<file path="src/rtl/mem_arbiter.sv">
// mem_arbiter: round-robin arbiter sharing one single-port memory between fetch and load/store ports
// Ports: clk/rstn (async active-low); if_* instruction read port (req/addr in, gnt/rvalid/rdata out);
// d_* load/store port (req/addr/we/wdata in, gnt/rvalid/rdata out); mem_* memory macro interface;
// busy high while an access is in flight.
module mem_arbiter #(
    parameter int ADDR_WIDTH  = 32,
    parameter int DATA_WIDTH  = 32,
    parameter int MEM_LATENCY = 2
) (
    input  logic                    clk,
    input  logic                    rstn,
    input  logic                    if_req,
    input  logic [ADDR_WIDTH-1:0]   if_addr,
    output logic                    if_gnt,
    output logic                    if_rvalid,
    output logic [DATA_WIDTH-1:0]   if_rdata,
    input  logic                    d_req,
    input  logic [ADDR_WIDTH-1:0]   d_addr,
    input  logic [DATA_WIDTH/8-1:0] d_we,
    input  logic [DATA_WIDTH-1:0]   d_wdata,
    output logic                    d_gnt,
    output logic                    d_rvalid,
    output logic [DATA_WIDTH-1:0]   d_rdata,
    output logic                    mem_en,
    output logic [DATA_WIDTH/8-1:0] mem_we,
    output logic [ADDR_WIDTH-1:0]   mem_addr,
    output logic [DATA_WIDTH-1:0]   mem_wdata,
    input  logic [DATA_WIDTH-1:0]   mem_rdata,
    output logic                    busy
);
    localparam int BE_W = DATA_WIDTH / 8;
    localparam logic [2:0] CNT_INIT = 3'(MEM_LATENCY - 1);
    typedef enum logic [1:0] {S_IDLE, S_ISSUE, S_WAIT, S_RESP} state_t;
    state_t                state_q, state_d;
    logic [2:0]            cnt_q, cnt_d;
    // sel/last: 1 = data port, 0 = instruction port
    logic                  sel_q, sel_d;
    logic                  last_q, last_d;
    logic                  if_gnt_q, if_gnt_d, d_gnt_q, d_gnt_d;
    logic                  if_rvalid_q, if_rvalid_d, d_rvalid_q, d_rvalid_d;
    logic                  mem_en_q, mem_en_d, busy_q, busy_d;
    logic [BE_W-1:0]       mem_we_q, mem_we_d;
    logic [ADDR_WIDTH-1:0] mem_addr_q, mem_addr_d;
    logic [DATA_WIDTH-1:0] mem_wdata_q, mem_wdata_d;
    // The ISSUE-cycle controls are computed on the IDLE->ISSUE transition so they
    // appear registered during ISSUE; mem_addr/mem_wdata double as the latched request.
    always_comb begin
        state_d     = state_q;
        cnt_d       = cnt_q;
        sel_d       = sel_q;
        last_d      = last_q;
        if_gnt_d    = 1'b0;
        d_gnt_d     = 1'b0;
        mem_en_d    = 1'b0;
        mem_we_d    = '0;
        mem_addr_d  = mem_addr_q;
        mem_wdata_d = mem_wdata_q;
        case (state_q)
            S_IDLE: if (if_req || d_req) begin
                // on a tie, serve the port that was not granted last
                sel_d       = d_req && (!if_req || !last_q);
                state_d     = S_ISSUE;
                if_gnt_d    = !sel_d;
                d_gnt_d     = sel_d;
                mem_en_d    = 1'b1;
                mem_addr_d  = sel_d ? d_addr : if_addr;
                mem_we_d    = sel_d ? d_we : '0;
                mem_wdata_d = sel_d ? d_wdata : '0;
            end
            S_ISSUE: begin
                last_d  = sel_q;
                cnt_d   = CNT_INIT;
                state_d = (MEM_LATENCY == 1) ? S_RESP : S_WAIT;
            end
            S_WAIT: begin
                cnt_d   = cnt_q - 3'd1;
                state_d = (cnt_q == 3'd1) ? S_RESP : S_WAIT;
            end
            default: state_d = S_IDLE;
        endcase
        if_rvalid_d = (state_d == S_RESP) && !sel_q;
        d_rvalid_d  = (state_d == S_RESP) && sel_q;
        busy_d      = state_d != S_IDLE;
    end
    always_ff @(posedge clk or negedge rstn) begin
        if (!rstn) begin
            state_q     <= S_IDLE;
            cnt_q       <= '0;
            sel_q       <= 1'b0;
            last_q      <= 1'b1;
            if_gnt_q    <= 1'b0;
            d_gnt_q     <= 1'b0;
            if_rvalid_q <= 1'b0;
            d_rvalid_q  <= 1'b0;
            mem_en_q    <= 1'b0;
            mem_we_q    <= '0;
            mem_addr_q  <= '0;
            mem_wdata_q <= '0;
            busy_q      <= 1'b0;
        end else begin
            state_q     <= state_d;
            cnt_q       <= cnt_d;
            sel_q       <= sel_d;
            last_q      <= last_d;
            if_gnt_q    <= if_gnt_d;
            d_gnt_q     <= d_gnt_d;
            if_rvalid_q <= if_rvalid_d;
            d_rvalid_q  <= d_rvalid_d;
            mem_en_q    <= mem_en_d;
            mem_we_q    <= mem_we_d;
            mem_addr_q  <= mem_addr_d;
            mem_wdata_q <= mem_wdata_d;
            busy_q      <= busy_d;
        end
    end
    assign if_gnt    = if_gnt_q;
    assign d_gnt     = d_gnt_q;
    assign if_rvalid = if_rvalid_q;
    assign d_rvalid  = d_rvalid_q;
    assign mem_en    = mem_en_q;
    assign mem_we    = mem_we_q;
    assign mem_addr  = mem_addr_q;
    assign mem_wdata = mem_wdata_q;
    assign busy      = busy_q;
    assign if_rdata  = mem_rdata;
    assign d_rdata   = mem_rdata;
endmodule

</file>
<file path="config.mk">
export PLATFORM = sky130hd
export DESIGN_NAME = mem_arbiter
export DESIGN_NICKNAME = d
export VERILOG_FILES = /design/src/rtl/mem_arbiter.sv
export SDC_FILE = /design/constraint.sdc
export NUM_CORES = 1
export LEC_CHECK = 0
export CORE_MARGIN = 3
export CORE_UTILIZATION = 31
export DETAILED_ROUTE_END_ITERATION = 6
export PLACE_DENSITY = 0.84
export SLEW_MARGIN = 25
export SYNTH_ARGS = -nofsm -noshare
export SYNTH_HDL_FRONTEND = slang
export SYNTH_SLANG_ARGS = --single-unit
</file>
<file path="constraint.sdc">
create_clock -name clk -period 1.35 [get_ports clk]
set_clock_uncertainty 0.05 [all_clocks]
set_input_delay 0.405 -clock clk [delete_from_list [all_inputs] [get_ports clk]]
set_output_delay 0.405 -clock clk [all_outputs]
set_load 0.05 [all_outputs]
</file>
==> run_results.csv, run 1 <==
group,metric,value,unit
yosys,yosys_warnings,0,
yosys,synthTopCellsByArea,"dfrtp_1 (55%), buf_4 (13%), a221o_1 (8.7%)",
clock_network,cts_root_buf,"clkbuf_16",
critical_path,cp_max_fo,18,
hold_path,min_path_type,"input port to asynchronous set/reset pin",
pwr,vdd_drop_max,1470,uV
die,core_area,11500,um^2
drt,vias,2854,
sta,fmax,651,MHz
critical_path,required,1.51,ns
sta,fin_setup_tns,-11.45,ns
sta,period_needed,1.54,ns
yosys,synth_nets,438,
grt,antenna_found_initial,0,
sta,slew_viol_final,0,
grt,grt_usage,0.169,
clock_network,cts_inserted_buffers,9,
job,maxCapViolCount,0,
die,chipHeight,115,um
cells_and_area,fill_cells,891,
outcome,status,"finished, violations left",
grt,grt_pass1_vias,3122,
clock_network,cts_tree,"built",
grt,grt_pass1_wl,16900,um
clock_network,cts.clk_slew.worst_paths,0.07,ns
critical_path,worstSetupStartpointType,"flip-flop",
placement,place_area,6040,um^2
drt,drtPass1Iterations,4,
yosys,synth_area,3660,um^2
critical_path,cp-end-kind,"flip-flop",
die,die-area,13200,um^2
cells_and_area,multi_input_area,1110,um^2
critical_path,worstSetupPathType,"flip-flop to flip-flop",
grt,grt_max_degree,35,
cells_and_area,layout-drive-gt1-share,0.323,
yosys,yosys.area.top_type,"dfrtp_1",
yosys,synth_flop_cell,"dfrtp_1",
drt,drcViolationCount,0,
cells_and_area,final_nets,580,
yosys,synthCells,296,
drt,drt_iter0_markers,149,
outcome,failed_checks,"negative setup slack",
die,row_count,39,
sta,setup_violations,134,
yosys,synth_common_cells,"dfrtp_1 (80), buf_4 (64), a22o_1 (33), a221o_1 (32), and2_0 (30)",
cells_and_area,area.sequential,2030,um^2
sta,final.period_utilization,1.14,
sta,postLayoutSetupSlackWorst,-0.185,ns
yosys,seq_area_frac_synth,0.554,
clock_network,cts_sinks,81,
drt,drtAntennaViolNets,0,
yosys,post-synth-top-count-cell,"dfrtp_1",
die,die_w,115,um
drt,detail_route.wl_per_cell,19.3,um
yosys,ys_types,23,
sta,relSlewSlack,0.831,
drt,routed_via_density,4.87,
sta,tightest_slew,0.253,ns
pwr,p_leak,2.91,nW
grt,grt.overflow.total,0,
sta,rsz0062_at_grt,"yes",
cells_and_area,n_antenna_cell,0,
yosys,synth-seq-cells,81,
clock_network,htreeDepth,3,
yosys,synth.top_cell.area_share,0.546,
clock_network,cts_max_path_buffers,2,
critical_path,cp.arrival,1.70,ns
yosys,synth_edf_count,0,
sta,final-hold-violation-count,0,
placement,dp_hpwl,8230,um
drt,routed_wl,11300,um
cells_and_area,syn2layout_area_growth,77.7,%
die,io_pins,274,
pwr,finalPower,17.7,mW
yosys,async_reset_ff_frac,1.00,
cells_and_area,postLayoutCellArea,6510,um^2
pwr,powerDensity,2710,nW/um^2
placement,port_buffers,177,
clock_network,clk_latency,0.34,ns
placement,gp_congestion,0.772,
yosys,syn_avg_cell_area,12.4,um^2
die,initial_utilization,0.319,
==> per-layer routing <==
layer / vias up / wire (um) / GRT usage
met5: - / 0 / 0
met4: 0 / 531 / 0.0962
met3: 55 / 636 / 0.0359
met2: 107 / 6150 / 0.302
met1: 1422 / 3970 / 0.186
li1: 1270 / - / -
==> cells in the final DEF (no fill, tap or decap), drive strengths merged, types with 2 or more instances in the layout <==
cell and n:
dlygate4sd2 2, clkbuf 9, clkdlybuf4s50 100, a22o 33, dfrtp 80, a21oi 3, buf 109, nand3b 2
inv 9, o21ai 3, and3 2, and2 36, nand2 5, clkinv 3, ha 6, a221o 32
==> state kept, by name (all words and copies together) (netlist names) <==
register and flops:
mem_we 4, d_rvalid 1, mem_en 1, state_q 2, cnt_q 3, if_rvalid 1
if_gnt 1, last_q 1, mem_wdata 32, d_gnt 1, sel_q 1, mem_addr 32
busy 1
==> per-stage QoR <==
stage / utilization / hold slack [ns] / setup WS, ns / cells
after CTS: 0.562 / 0.429 / -0.206 / 581
after global placement: 0.527 / 0.242 / -0.499 / 554
after floorplan: - / 0.0594 / -0.0383 / 296
after detailed placement: 0.527 / 0.249 / -0.565 / 554
after global routing: 0.568 / 0.436 / -0.258 / 586
final: 0.568 / 0.431 / -0.185 / 586
==> cells by family after synthesis <==
group / after synthesis / synth area share
buffers and inverters: 88 / 0.161
flip-flops: 81 / 0.554
AO/OA/AOI/OAI: 73 / 0.184
AND/OR/NAND/NOR: 47 / 0.0779
adder cells (fa/ha/maj): 6 / 0.0205
multiplexers: 1 / 0.00273
==> worst max-delay path: stages (launching register included) <==
cell,delay (ns)
dfrtp_1,0.39
inv_2,0.10
ha_4,0.18
o21ai_4,0.09
buf_12,0.17
and2_0,0.15
a221o_1,0.27
==> power breakdown <==
part	leakage, nW	total (mW)	internal (mW)	switching [mW]
clock network	0.146	2.49	1.45	1.04
registers	1.03	4.47	3.44	1.03
logic	1.73	10.7	5.49	5.19
==> area by class of cell <==
class,instances,area share
timing repair buffer,212,0.441
inverter,7,0.00404
clock inverter,7,0.0119
sequential,81,0.312
multi-input combinational,127,0.170
clock buffer,9,0.0346
tap,143,0.0275
==> worst paths after layout <==
kind,start,endpoint,slack (ns),cells past startpoint
max,state_q[1],mem_addr[26],-0.19,6
min,rstn,mem_wdata[22],0.43,2
max reg2reg,state_q[1],mem_addr[26],-0.19,6
min reg2reg,sel_q,if_rvalid,0.47,1
max in group asynchronous,rstn,last_q,0.34,3
min in group clk,sel_q,if_rvalid,0.47,1
==> what timing repair did <==
| item | CTS | global route |
|---|---|---|
| hold endpoints to repair | 13 | 0 |
| resized for setup | 9 | 12 |
| gates cloned | 1 | 0 |
| setup endpoints to repair | 145 | 148 |
| hold buffers | 1 | 0 |
| setup buffers | 9 | 5 |
| pin swaps | 3 | 1 |
No activity file was read; power rests on OpenSTA's default activity.
==> run 2, diff against run 1 <==
--- a/config.mk
+++ b/config.mk
@@ -8,6 +8,7 @@
 export CORE_MARGIN = 3
 export CORE_UTILIZATION = 31
 export DETAILED_ROUTE_END_ITERATION = 6
+export GPL_TIMING_DRIVEN = 0
 export PLACE_DENSITY = 0.84
 export SLEW_MARGIN = 25
 export SYNTH_ARGS = -nofsm -noshare
==> run 2 against run 1 <==
The run still ends with negative setup slack left. Critical path depth increased by 1. Sequential power down 7.2%. Sequential share of layout area fell by 3.4 points.
==> run_results.csv, run 2 (synthesis results as in run 1) <==
group,metric,value,unit
drt,drtAntennaViolNets,0,
die,row_count,39,
critical_path,reg2reg_from,"state_q[1]",
outcome,failed_checks,"negative setup slack",
critical_path,reg2reg_slack,-0.19,ns
critical_path,cp-endpoint,"mem_addr[13]",
job,maxCapViolCount,0,
clock_network,htreeDepth,3,
cells_and_area,layout-drive-gt1-share,0.480,
sta,rsz0062_at_grt,"yes",
die,io_pins,274,
die,chipHeight,115,um
clock_network,cts_root_buf,"clkbuf_16",
critical_path,cpLargestDelayFamily,"flip-flops",
die,initial_utilization,0.319,
drt,routed_wl,12500,um
die,core_area,11500,um^2
drt,drtPass1Iterations,6,
drt,detail_route.wl_per_cell,17.1,um
cells_and_area,layout_common_cells,"buf_4 (101), clkdlybuf4s50_1 (100), dfrtp_1 (80), buf_6 (78), clkdlybuf4s15_2 (64)",
critical_path,path_depth,7,
clock_network,cts_max_path_buffers,2,
sta,postLayoutSetupSlackWorst,-0.194,ns
placement,port_buffers,241,
clock_network,cts_inserted_buffers,9,
cells_and_area,syn2layout_area_growth,99.2,%
hold_path,min_path_type,"flip-flop to flip-flop",
critical_path,worstRegToRegCells,7,
grt,grt_pass1_vias,3645,
die,die-area,13200,um^2
critical_path,crit_path_max_incr_delay,0.37,ns
pwr,vdd_drop_max,1240,uV
outcome,status,"finished, violations left",
placement,dp_hpwl,9100,um
critical_path,cp_max_fo,10,
sta,slew_viol_final,0,
sta,relSlewSlack,0.760,
hold_path,min_path_cells,1,
pwr,finalPower,17.2,mW
clock_network,cts_sinks,81,
critical_path,cp-end-kind,"flip-flop",
critical_path,r2r_end,"mem_addr[13]",
drt,routed_via_density,4.62,
grt,grt.overflow.total,0,
sta,setup_violations,78,
grt,grt_usage,0.177,
cells_and_area,fin_cells,732,
critical_path,worstSetupPathType,"flip-flop to flip-flop",
critical_path,path_buf_inv,3,
sta,fmax,648,MHz
grt,grt_pass1_wl,18300,um
clock_network,cts_tree,"built",
cells_and_area,postLayoutCellArea,7300,um^2
sta,fin_setup_tns,-8.05,ns
sta,final-hold-violation-count,0,
grt,antenna_found_initial,0,
critical_path,cp.arrival,1.69,ns
clock_network,cts.clk_slew.worst_paths,0.06,ns
critical_path,required,1.50,ns
clock_network,clk_latency,0.33,ns
placement,placed_cells,681,
drt,drcViolationCount,0,
critical_path,cp_slowest_cell,"dfrtp_1",
critical_path,worstSetupStartpointType,"flip-flop",
placement,place_area,6310,um^2
sta,final.period_utilization,1.14,
placement,gp_congestion,0.759,
cells_and_area,layout_commonest_cell,"buf_4",
sta,period_needed,1.54,ns
pwr,p_leak,3.44,nW
drt,drt_iter0_markers,127,
critical_path,crit_path_cell_trace,"inv_2, ha_4, nand2_4, a21oi_4, buf_12, buf_8, a221o_1",
sta,tightest_slew,0.359,ns
grt,grt_max_degree,45,
cells_and_area,final_nets,726,
critical_path,cp-startpoint,"state_q[1]",
die,die_w,115,um
pwr,powerDensity,2350,nW/um^2
drt,vias,3384,
cells_and_area,n_antenna_cell,0,
placement,dpl_worst_slack,-0.672,ns
==> run 2: layout make-up <==
type,instances,area (um^2)
Buffer,80,687
Clock buffer,12,267
Clock inverter,4,97.6
Fill cell,855,4170
Inverter,7,26.3
Multi-Input combinational cell,127,1110
Sequential cell,81,2030
Tap cell,143,179
Timing Repair Buffer,278,2900
==> run 2: report_power, final <==
| group | switching (mW) | internal, mW | leakage [nW] | total [mW] |
|---|---|---|---|---|
| sequential | 0.710 | 3.44 | 1.03 | 4.15 |
| clock | 0.955 | 1.96 | 0.175 | 2.91 |
| combinational | 5.73 | 4.37 | 2.24 | 10.1 |
| total | 7.40 | 9.78 | 3.44 | 17.2 |
==> run 2: worst min path at each step <==
stage	start	to	slack, ns
after CTS	mem_wdata[28]	mem_wdata[28]	0.48
after floorplan	rstn	busy	0.06
after global routing	mem_wdata[27]	mem_wdata[27]	0.49
after global placement	mem_wdata[20]	mem_wdata[20]	0.43
after detailed placement	rstn	mem_wdata[25]	0.36
final	mem_wdata[27]	mem_wdata[27]	0.48
==> run 2: stage by stage <==
stage	utilization	hold WS, ns
floorplan	-	0.0594
global placement	0.548	0.434
detailed placement	0.550	0.359
CTS	0.614	0.477
global route	0.637	0.489
finish	0.637	0.477
==> run 2: worst register-to-register path: stages (launching register included) <==
cell and delay (ns):
dfrtp_1 0.37, inv_2 0.06, ha_4 0.18, nand2_4 0.08
a21oi_4 0.04, buf_12 0.16, buf_8 0.14, a221o_1 0.33
==> run 2: repair_timing <==
action | 4_1_cts | 5_1_grt
resized for setup | 727 | 34
hold buffers | 1 | 0
cloned | 0 | 1
endpoints found under the setup margin | 213 | 171
pin swaps | 9 | 26
buffers inserted | 18 | 16
endpoints found under the hold margin | 1 | 0
==> run 2: per-layer routing <==
metal	routed length, um	global-route usage
met1	4490	0.196
met2	7020	0.335
met3	820	0.0381
met4	193	0.0563
met5	0	0
